**config.mk**
```make
export PLATFORM = sky130hd
export DESIGN_NAME = lockstep_commit_aligner_flat
export DESIGN_NICKNAME = d
export VERILOG_FILES = /design/src/rtl/lockstep_commit_aligner_pkg.sv /design/src/rtl/lockstep_commit_aligner_if.sv /design/src/rtl/lockstep_commit_aligner_fifo.sv /design/src/rtl/lockstep_commit_aligner.sv /design/src/flat_wrapper.sv
export SDC_FILE = /design/constraint.sdc
export NUM_CORES = 1
export LEC_CHECK = 0
export BUFFER_PORTS_ARGS = -buffer_cell sky130_fd_sc_hd__buf_4
export CAP_MARGIN = 20
export CORE_MARGIN = 3
export CORE_UTILIZATION = 60
export CTS_CLUSTER_DIAMETER = 30
export CTS_CLUSTER_SIZE = 14
export DETAILED_ROUTE_END_ITERATION = 7
export PLACE_DENSITY = 0.83
export SYNTH_ARGS = -nofsm -noshare
export SYNTH_HDL_FRONTEND = slang
export SYNTH_SLANG_ARGS = --single-unit
```
**constraint.sdc**
```tcl
create_clock -name clk -period 17.4 [get_ports clk]
set_input_delay 0.87 -clock clk [delete_from_list [all_inputs] [get_ports clk]]
set_output_delay 0.87 -clock clk [all_outputs]
set_load 0.02 [all_outputs]
```
**src/rtl/lockstep_commit_aligner_pkg.sv**
```systemverilog
// sodor2_ct_pkg: commit record type plus masked build/compare helpers.
package sodor2_ct_pkg;
    localparam int XLEN = 32;
    localparam int PCSEL_W = 3;
    typedef struct packed {
        logic [XLEN-1:0]    pc_next;
        logic [PCSEL_W-1:0] pc_sel;
        logic               mem_valid;
        logic [XLEN-1:0]    mem_addr;
    } commit_rec_t;
    function automatic commit_rec_t mk_rec(input logic [XLEN-1:0] pc, input logic [PCSEL_W-1:0] sel,
                                           input logic mv, input logic [XLEN-1:0] addr);
        return '{pc_next: pc, pc_sel: sel, mem_valid: mv, mem_addr: mv ? addr : '0};
    endfunction
    function automatic logic rec_eq(input commit_rec_t a, input commit_rec_t b);
        return a.pc_next == b.pc_next && a.pc_sel == b.pc_sel && a.mem_valid == b.mem_valid &&
               (!(a.mem_valid && b.mem_valid) || a.mem_addr == b.mem_addr);
    endfunction
endpackage

```
**src/rtl/lockstep_commit_aligner_if.sv**
```systemverilog
// lockstep_commit_aligner_if: two commit streams in, stall/status/counters out.
interface lockstep_commit_aligner_if import sodor2_ct_pkg::*; #(parameter int CNT_W = 32);
    logic               c1_commit, c2_commit;
    logic [XLEN-1:0]    c1_pc_next, c2_pc_next;
    logic [PCSEL_W-1:0] c1_pc_sel, c2_pc_sel;
    logic               c1_mem_valid, c2_mem_valid;
    logic [XLEN-1:0]    c1_mem_addr, c2_mem_addr;
    logic               stall_1, stall_2;
    logic               invalid_program, commit_deviation, addr_deviation;
    logic               finish_1, finish_2, overflow_err, lag_timeout;
    logic [CNT_W-1:0]   total_cycle_cnt, stall_cycle_cnt;
    modport master (
        output c1_commit, c1_pc_next, c1_pc_sel, c1_mem_valid, c1_mem_addr,
        output c2_commit, c2_pc_next, c2_pc_sel, c2_mem_valid, c2_mem_addr,
        input  stall_1, stall_2, invalid_program, commit_deviation, addr_deviation,
        input  finish_1, finish_2, overflow_err, lag_timeout, total_cycle_cnt, stall_cycle_cnt
    );
    modport slave (
        input  c1_commit, c1_pc_next, c1_pc_sel, c1_mem_valid, c1_mem_addr,
        input  c2_commit, c2_pc_next, c2_pc_sel, c2_mem_valid, c2_mem_addr,
        output stall_1, stall_2, invalid_program, commit_deviation, addr_deviation,
        output finish_1, finish_2, overflow_err, lag_timeout, total_cycle_cnt, stall_cycle_cnt
    );
endinterface

```
**src/rtl/lockstep_commit_aligner_fifo.sv**
```systemverilog
// ct_rec_fifo: synchronous commit-record FIFO; a push into a full FIFO is dropped.
module ct_rec_fifo import sodor2_ct_pkg::*; #(
    parameter int DEPTH = 4,
    localparam int AW = $clog2(DEPTH),
    localparam int CW = AW + 1
) (
    input  logic          clk,
    input  logic          rst,
    input  logic          push,
    input  logic          pop,
    input  commit_rec_t   din,
    output commit_rec_t   head,
    output logic [CW-1:0] count,
    output logic          full,
    output logic          empty
);
    commit_rec_t   mem_q [DEPTH];
    commit_rec_t   mem_d [DEPTH];
    logic [AW-1:0] wr_ptr_q, wr_ptr_d, rd_ptr_q, rd_ptr_d;
    logic [CW-1:0] count_q, count_d;
    logic          do_push, do_pop;
    assign head  = mem_q[rd_ptr_q];
    assign count = count_q;
    assign full  = count_q == CW'(DEPTH);
    assign empty = count_q == '0;
    always_comb begin
        do_push = push && !full;
        do_pop = pop && !empty;
        mem_d = mem_q;
        if (do_push) mem_d[wr_ptr_q] = din;
        wr_ptr_d = wr_ptr_q + AW'(do_push);
        rd_ptr_d = rd_ptr_q + AW'(do_pop);
        count_d = count_q + CW'(do_push) - CW'(do_pop);
    end
    always_ff @(posedge clk) begin
        mem_q <= mem_d;
        if (rst) begin
            wr_ptr_q <= '0;
            rd_ptr_q <= '0;
            count_q <= '0;
        end else begin
            wr_ptr_q <= wr_ptr_d;
            rd_ptr_q <= rd_ptr_d;
            count_q <= count_d;
        end
    end
endmodule

```
**src/rtl/lockstep_commit_aligner.sv**
```systemverilog
// lockstep_commit_aligner: buffers and compares two commit streams, throttles the leading copy.
module lockstep_commit_aligner import sodor2_ct_pkg::*; #(
    parameter int DEPTH = 4,
    parameter int CNT_W = 32,
    parameter int TIMEOUT = 64,
    parameter int STALL_EN = 1
) (
    input logic clk,
    input logic rst,
    lockstep_commit_aligner_if.slave bus
);
    localparam int CW = $clog2(DEPTH) + 1;
    localparam int TW = $clog2(TIMEOUT + 1);
    commit_rec_t   rec_1, rec_2, head_1, head_2;
    logic          push_1, push_2, pop, full_1, full_2, empty_1, empty_2;
    logic [CW-1:0] cnt_1, cnt_2, nxt_1, nxt_2;
    logic          stall_1_q, stall_1_d, stall_2_q, stall_2_d;
    logic          invalid_q, invalid_d, cdev_q, cdev_d, adev_q, adev_d;
    logic          finish_1_q, finish_1_d, finish_2_q, finish_2_d;
    logic          overflow_q, overflow_d, lag_q, lag_d;
    logic [TW-1:0] tmo_q, tmo_d;
    logic [CNT_W-1:0] total_q, total_d, stall_cnt_q, stall_cnt_d;
    ct_rec_fifo #(.DEPTH(DEPTH)) u_fifo_1 (.clk(clk), .rst(rst), .push(push_1), .pop(pop), .din(rec_1),
        .head(head_1), .count(cnt_1), .full(full_1), .empty(empty_1));
    ct_rec_fifo #(.DEPTH(DEPTH)) u_fifo_2 (.clk(clk), .rst(rst), .push(push_2), .pop(pop), .din(rec_2),
        .head(head_2), .count(cnt_2), .full(full_2), .empty(empty_2));
    always_comb begin
        rec_1 = mk_rec(bus.c1_pc_next, bus.c1_pc_sel, bus.c1_mem_valid, bus.c1_mem_addr);
        rec_2 = mk_rec(bus.c2_pc_next, bus.c2_pc_sel, bus.c2_mem_valid, bus.c2_mem_addr);
        push_1 = bus.c1_commit && !stall_1_q;
        push_2 = bus.c2_commit && !stall_2_q;
        pop = !empty_1 && !empty_2;
        nxt_1 = cnt_1 + CW'(push_1 && !full_1) - CW'(pop);
        nxt_2 = cnt_2 + CW'(push_2 && !full_2) - CW'(pop);
        // Throttle only the copy that is far ahead while the other has nothing queued.
        stall_1_d = STALL_EN != 0 && nxt_1 >= CW'(DEPTH - 1) && cnt_2 == '0;
        stall_2_d = STALL_EN != 0 && nxt_2 >= CW'(DEPTH - 1) && cnt_1 == '0 && !stall_1_d;
        invalid_d = invalid_q || (pop && !rec_eq(head_1, head_2));
        cdev_d = cdev_q || ((bus.c1_commit ^ bus.c2_commit) && !stall_1_q && !stall_2_q);
        adev_d = adev_q || (!cdev_q && rec_1.mem_addr != rec_2.mem_addr);
        finish_1_d = finish_1_q || ((cdev_q || adev_q) && bus.c1_commit);
        finish_2_d = finish_2_q || ((cdev_q || adev_q) && bus.c2_commit);
        overflow_d = overflow_q || (push_1 && full_1) || (push_2 && full_2);
        tmo_d = (empty_1 != empty_2) ? ((tmo_q == TW'(TIMEOUT)) ? tmo_q : tmo_q + TW'(1)) : '0;
        lag_d = lag_q || tmo_q == TW'(TIMEOUT);
        total_d = (&total_q) ? total_q : total_q + CNT_W'(1);
        stall_cnt_d = ((stall_1_q || stall_2_q) && !(&stall_cnt_q)) ? stall_cnt_q + CNT_W'(1) : stall_cnt_q;
    end
    always_ff @(posedge clk) begin
        if (rst) begin
            stall_1_q <= 1'b0;
            stall_2_q <= 1'b0;
            invalid_q <= 1'b0;
            cdev_q <= 1'b0;
            adev_q <= 1'b0;
            finish_1_q <= 1'b0;
            finish_2_q <= 1'b0;
            overflow_q <= 1'b0;
            lag_q <= 1'b0;
            tmo_q <= '0;
            total_q <= '0;
            stall_cnt_q <= '0;
        end else begin
            stall_1_q <= stall_1_d;
            stall_2_q <= stall_2_d;
            invalid_q <= invalid_d;
            cdev_q <= cdev_d;
            adev_q <= adev_d;
            finish_1_q <= finish_1_d;
            finish_2_q <= finish_2_d;
            overflow_q <= overflow_d;
            lag_q <= lag_d;
            tmo_q <= tmo_d;
            total_q <= total_d;
            stall_cnt_q <= stall_cnt_d;
        end
    end
    assign bus.stall_1 = stall_1_q;
    assign bus.stall_2 = stall_2_q;
    assign bus.invalid_program = invalid_q;
    assign bus.commit_deviation = cdev_q;
    assign bus.addr_deviation = adev_q;
    assign bus.finish_1 = finish_1_q;
    assign bus.finish_2 = finish_2_q;
    assign bus.overflow_err = overflow_q;
    assign bus.lag_timeout = lag_q;
    assign bus.total_cycle_cnt = total_q;
    assign bus.stall_cycle_cnt = stall_cnt_q;
endmodule

```
**src/flat_wrapper.sv**
```systemverilog
// flat-port wrapper written by rule: the top's interface ports become plain ports
module lockstep_commit_aligner_flat import sodor2_ct_pkg::*;
#(
    parameter int DEPTH = 4,
    parameter int CNT_W = 32,
    parameter int TIMEOUT = 64,
    parameter int STALL_EN = 1
)
  (clk, rst, bus_c1_commit, bus_c1_pc_next, bus_c1_pc_sel, bus_c1_mem_valid, bus_c1_mem_addr, bus_c2_commit, bus_c2_pc_next, bus_c2_pc_sel, bus_c2_mem_valid, bus_c2_mem_addr, bus_stall_1, bus_stall_2, bus_invalid_program, bus_commit_deviation, bus_addr_deviation, bus_finish_1, bus_finish_2, bus_overflow_err, bus_lag_timeout, bus_total_cycle_cnt, bus_stall_cycle_cnt);
  lockstep_commit_aligner_if #(.CNT_W(CNT_W)) bus_i ();
  input logic clk;
  input logic rst;
  input wire logic [$bits(bus_i.c1_commit)-1:0] bus_c1_commit;
  input wire logic [$bits(bus_i.c1_pc_next)-1:0] bus_c1_pc_next;
  input wire logic [$bits(bus_i.c1_pc_sel)-1:0] bus_c1_pc_sel;
  input wire logic [$bits(bus_i.c1_mem_valid)-1:0] bus_c1_mem_valid;
  input wire logic [$bits(bus_i.c1_mem_addr)-1:0] bus_c1_mem_addr;
  input wire logic [$bits(bus_i.c2_commit)-1:0] bus_c2_commit;
  input wire logic [$bits(bus_i.c2_pc_next)-1:0] bus_c2_pc_next;
  input wire logic [$bits(bus_i.c2_pc_sel)-1:0] bus_c2_pc_sel;
  input wire logic [$bits(bus_i.c2_mem_valid)-1:0] bus_c2_mem_valid;
  input wire logic [$bits(bus_i.c2_mem_addr)-1:0] bus_c2_mem_addr;
  output wire logic [$bits(bus_i.stall_1)-1:0] bus_stall_1;
  output wire logic [$bits(bus_i.stall_2)-1:0] bus_stall_2;
  output wire logic [$bits(bus_i.invalid_program)-1:0] bus_invalid_program;
  output wire logic [$bits(bus_i.commit_deviation)-1:0] bus_commit_deviation;
  output wire logic [$bits(bus_i.addr_deviation)-1:0] bus_addr_deviation;
  output wire logic [$bits(bus_i.finish_1)-1:0] bus_finish_1;
  output wire logic [$bits(bus_i.finish_2)-1:0] bus_finish_2;
  output wire logic [$bits(bus_i.overflow_err)-1:0] bus_overflow_err;
  output wire logic [$bits(bus_i.lag_timeout)-1:0] bus_lag_timeout;
  output wire logic [$bits(bus_i.total_cycle_cnt)-1:0] bus_total_cycle_cnt;
  output wire logic [$bits(bus_i.stall_cycle_cnt)-1:0] bus_stall_cycle_cnt;
  assign bus_i.c1_commit = bus_c1_commit;
  assign bus_i.c1_pc_next = bus_c1_pc_next;
  assign bus_i.c1_pc_sel = bus_c1_pc_sel;
  assign bus_i.c1_mem_valid = bus_c1_mem_valid;
  assign bus_i.c1_mem_addr = bus_c1_mem_addr;
  assign bus_i.c2_commit = bus_c2_commit;
  assign bus_i.c2_pc_next = bus_c2_pc_next;
  assign bus_i.c2_pc_sel = bus_c2_pc_sel;
  assign bus_i.c2_mem_valid = bus_c2_mem_valid;
  assign bus_i.c2_mem_addr = bus_c2_mem_addr;
  assign bus_stall_1 = bus_i.stall_1;
  assign bus_stall_2 = bus_i.stall_2;
  assign bus_invalid_program = bus_i.invalid_program;
  assign bus_commit_deviation = bus_i.commit_deviation;
  assign bus_addr_deviation = bus_i.addr_deviation;
  assign bus_finish_1 = bus_i.finish_1;
  assign bus_finish_2 = bus_i.finish_2;
  assign bus_overflow_err = bus_i.overflow_err;
  assign bus_lag_timeout = bus_i.lag_timeout;
  assign bus_total_cycle_cnt = bus_i.total_cycle_cnt;
  assign bus_stall_cycle_cnt = bus_i.stall_cycle_cnt;
  lockstep_commit_aligner #(.DEPTH(DEPTH), .CNT_W(CNT_W), .TIMEOUT(TIMEOUT), .STALL_EN(STALL_EN)) u_core (.clk(clk), .rst(rst), .bus(bus_i));
endmodule
```
==> out/qor.txt <==
CTS Buffer Depth -> 3
final worst path period need -> 4.043 ns
Pre-antenna DRT Iters -> 6
crit-path max FO -> 44
Post-synth ARST share -> 0
Worst Path Class, Setup -> flop to flop
Post-synth EDFFs -> 544
design area -> 0.03171 sq mm
Fin. Hold Viols -> 0
Num CTS Buffers -> 109
RSZ-0062 raised after global routing -> no
Routed Antenna Nets -> 0
Final Slew Violations -> 0
Hold Buf Count CTS -> 0
Via density -> 6.519
layout cells sized above 1 -> 0.3259
clock sink count -> 638
DRC -> 0
GRT Util Overall -> 0.3026
1st-iter DRT viols -> 1786
CP Cell Sequence -> buf_4 > mux4_2 > xor2_1 > nor4_1 > nand4_1 > nor3_1 > a211oi_1
io pins -> 213
detailed placer's ending HPWL -> 36210 microns
core footprint -> 0.04204 sq mm
CP max stage cell -> buf_4
per-cell routed wire length -> 28.88 microns
syn nets -> 1601
gpl congestion -> 0.8552
Area after DPL -> 0.02776 sq mm
chip height -> 212.5 microns
sequential fraction of the synthesis area -> 0.7119
pin count of the biggest net entering global routing -> 96
Area Overhead vs Synth -> 23.92%
CTS H-tree depth -> 3
status -> finished clean
post-synthesis cell count -> 1447
clk root buf -> clkbuf_16
setup tns final -> 0 ns
total detailed-routing wirelength -> 68410 microns
first-pass GRT wire length -> 99970 microns
FF+latch count, synth -> 638
final setup fails -> 0
Max-Cap Viols -> 0
PwrDens -> 161.0 mW/mm^2
Top Family by Delay on Critical Path -> simple AND/OR/NAND/NOR gates
Primary FF master, synth -> edfxtp_1
commonest non-fill, non-tap cells in the layout -> 544 x edfxtp_1, 227 x buf_4, 136 x mux4_2
critical path startpoint category -> flop
Peak VDD IR -> 0.00009501 V
post-CTS setup buffers -> 0
vias in the first global route -> 15590
CP required -> 17.88 ns
initial core utilization -> 0.6087
most common cell after layout, fill and taps aside -> edfxtp_1
P_leak -> 0.01083 uW
Syn Std Cell Area -> 0.02559 sq mm
Avg Inst Size Synth -> 17.68 sq um
Tightest Hold Check Type -> input port to flop
initial antenna violation count -> 1
die area -> 0.04516 sq mm
Rows -> 75
Worst Skew -> 0.02556 ns
synth unique cells -> 53
Least-Margin Pin Slew -> 1.035 ns
Crit path arrival time -> 4.52 ns
Worst slew margin -> 0.3030
Reg clk slew, reported paths -> 0.06 ns
worst skew pair latency -> 0.65 ns
worst path bufs/invs -> 1
routed vias -> 15440
nets@finish -> 1887
crit end category -> flop
Achievable Freq -> 247.3 MHz
yosys warns -> 0
TritonCTS clock tree -> done
CP max stage delay -> 0.83 ns
total gr overflow -> 0
post_cts resized -> 0
post-route clock period utilization -> 0.2324
number of buffers added on ports -> 212
Horiz. Die Dim -> 212.5 microns
==> synth_stat cells (14+ instances only) <==
cell	number	area [sq um]
dfxtp_1	94	1882
clkbuf_1	37	138.9
a21oi_1	41	205.2
or3_1	25	156.4
and2_1	73	456.7
mux4_2	136	3063
nand3_1	29	145.1
ha_1	14	175.2
xor2_1	89	779.5
o21ai_0	27	135.1
edfxtp_1	544	16340
buf_2	15	75.07
nand2_1	34	127.6
xnor2_1	47	411.6
nand4_1	21	131.4
nor3_1	20	100.1
nor4_1	23	143.9
nor2_1	65	244.0
==> final timing paths <==
check	start	endpoint	slack, ns	cells past startpoint
setup / recovery	u_core.u_fifo_1.rd_ptr_q[0]	u_core.bus.invalid_program	13.36	7
setup reg to reg	u_core.u_fifo_1.rd_ptr_q[0]	u_core.bus.invalid_program	13.36	7
hold reg to reg	u_core.bus.finish_2	u_core.bus.finish_2	0.48	2
hold / removal	bus_c2_pc_next[26]	u_core.u_fifo_2.mem_q[130]	0.42	1
==> cell type report <==
type / instances / area, sq um
sequential: 638 / 18230
fill: 2221 / 10330
multi-input combinational: 744 / 7128
clock buffer: 125 / 2923
timing repair buffer: 232 / 1842
clock inverter: 82 / 875.8
tap: 539 / 674.4
inverter: 8 / 30.03
antenna: 1 / 2.502
==> state kept, by name, indices dropped and copies added (netlist names), 2 cells and up <==
name	count
u_core.bus.stall_cycle_cnt	32
u_core.bus.total_cycle_cnt	32
u_core.tmo_q	7
u_core.u_fifo_1.count	3
u_core.u_fifo_1.mem_q	272
u_core.u_fifo_1.rd_ptr_q	2
u_core.u_fifo_1.wr_ptr_q	2
u_core.u_fifo_2.count	3
u_core.u_fifo_2.mem_q	272
u_core.u_fifo_2.rd_ptr_q	2
u_core.u_fifo_2.wr_ptr_q	2
==> metrics by stage <==
step                      hold WS (ns)  setup slack, ns  cells    util  power (uW)
final                           0.4175            13.36   2369  0.7542        5106
after global routing            0.4017            13.18   2369  0.7542        5254
after CTS                       0.3908            13.30   2362  0.7507        5107
after detailed placement        0.4700            13.45   2155  0.6604        2883
after global placement          0.4561            13.42   2155  0.6604        2852
after floorplan                 0.4766            10.38   1447       -        2587
==> metal layers <==
layer	up-vias	global-route usage	wire, microns
met2	1074	0.4923	34210
met5	-	0	0
met3	174	0.06109	6398
li1	6320	-	-
met1	7875	0.4111	25380
met4	0	0.1163	2419
==> report_power, final <==
| group | internal, uW | switching, uW |
|---|---|---|
| Clock | 1400 | 794 |
| Sequential | 1880 | 104 |
| Combinational | 399 | 532 |
| Total | 3680 | 1430 |
==> cells by family (layout without fill, tap and decap cells) <==
| kind of cell | after synthesis | count (layout) | synth area share |
|---|---|---|---|
| DFF | 638 | 638 | 0.7119 |
| AOI/OAI and AO/OA | 94 | 94 | 0.02132 |
| muxes | 145 | 145 | 0.1236 |
| xor gates and xnor gates | 136 | 136 | 0.04655 |
| other | 0 | 1 | 0 |
| and+or+nand+nor | 355 | 355 | 0.07863 |
| buffers and inverters | 65 | 447 | 0.01115 |
| adders and majority gates | 14 | 14 | 0.006846 |
No activity file was read; power rests on OpenSTA's default activity.
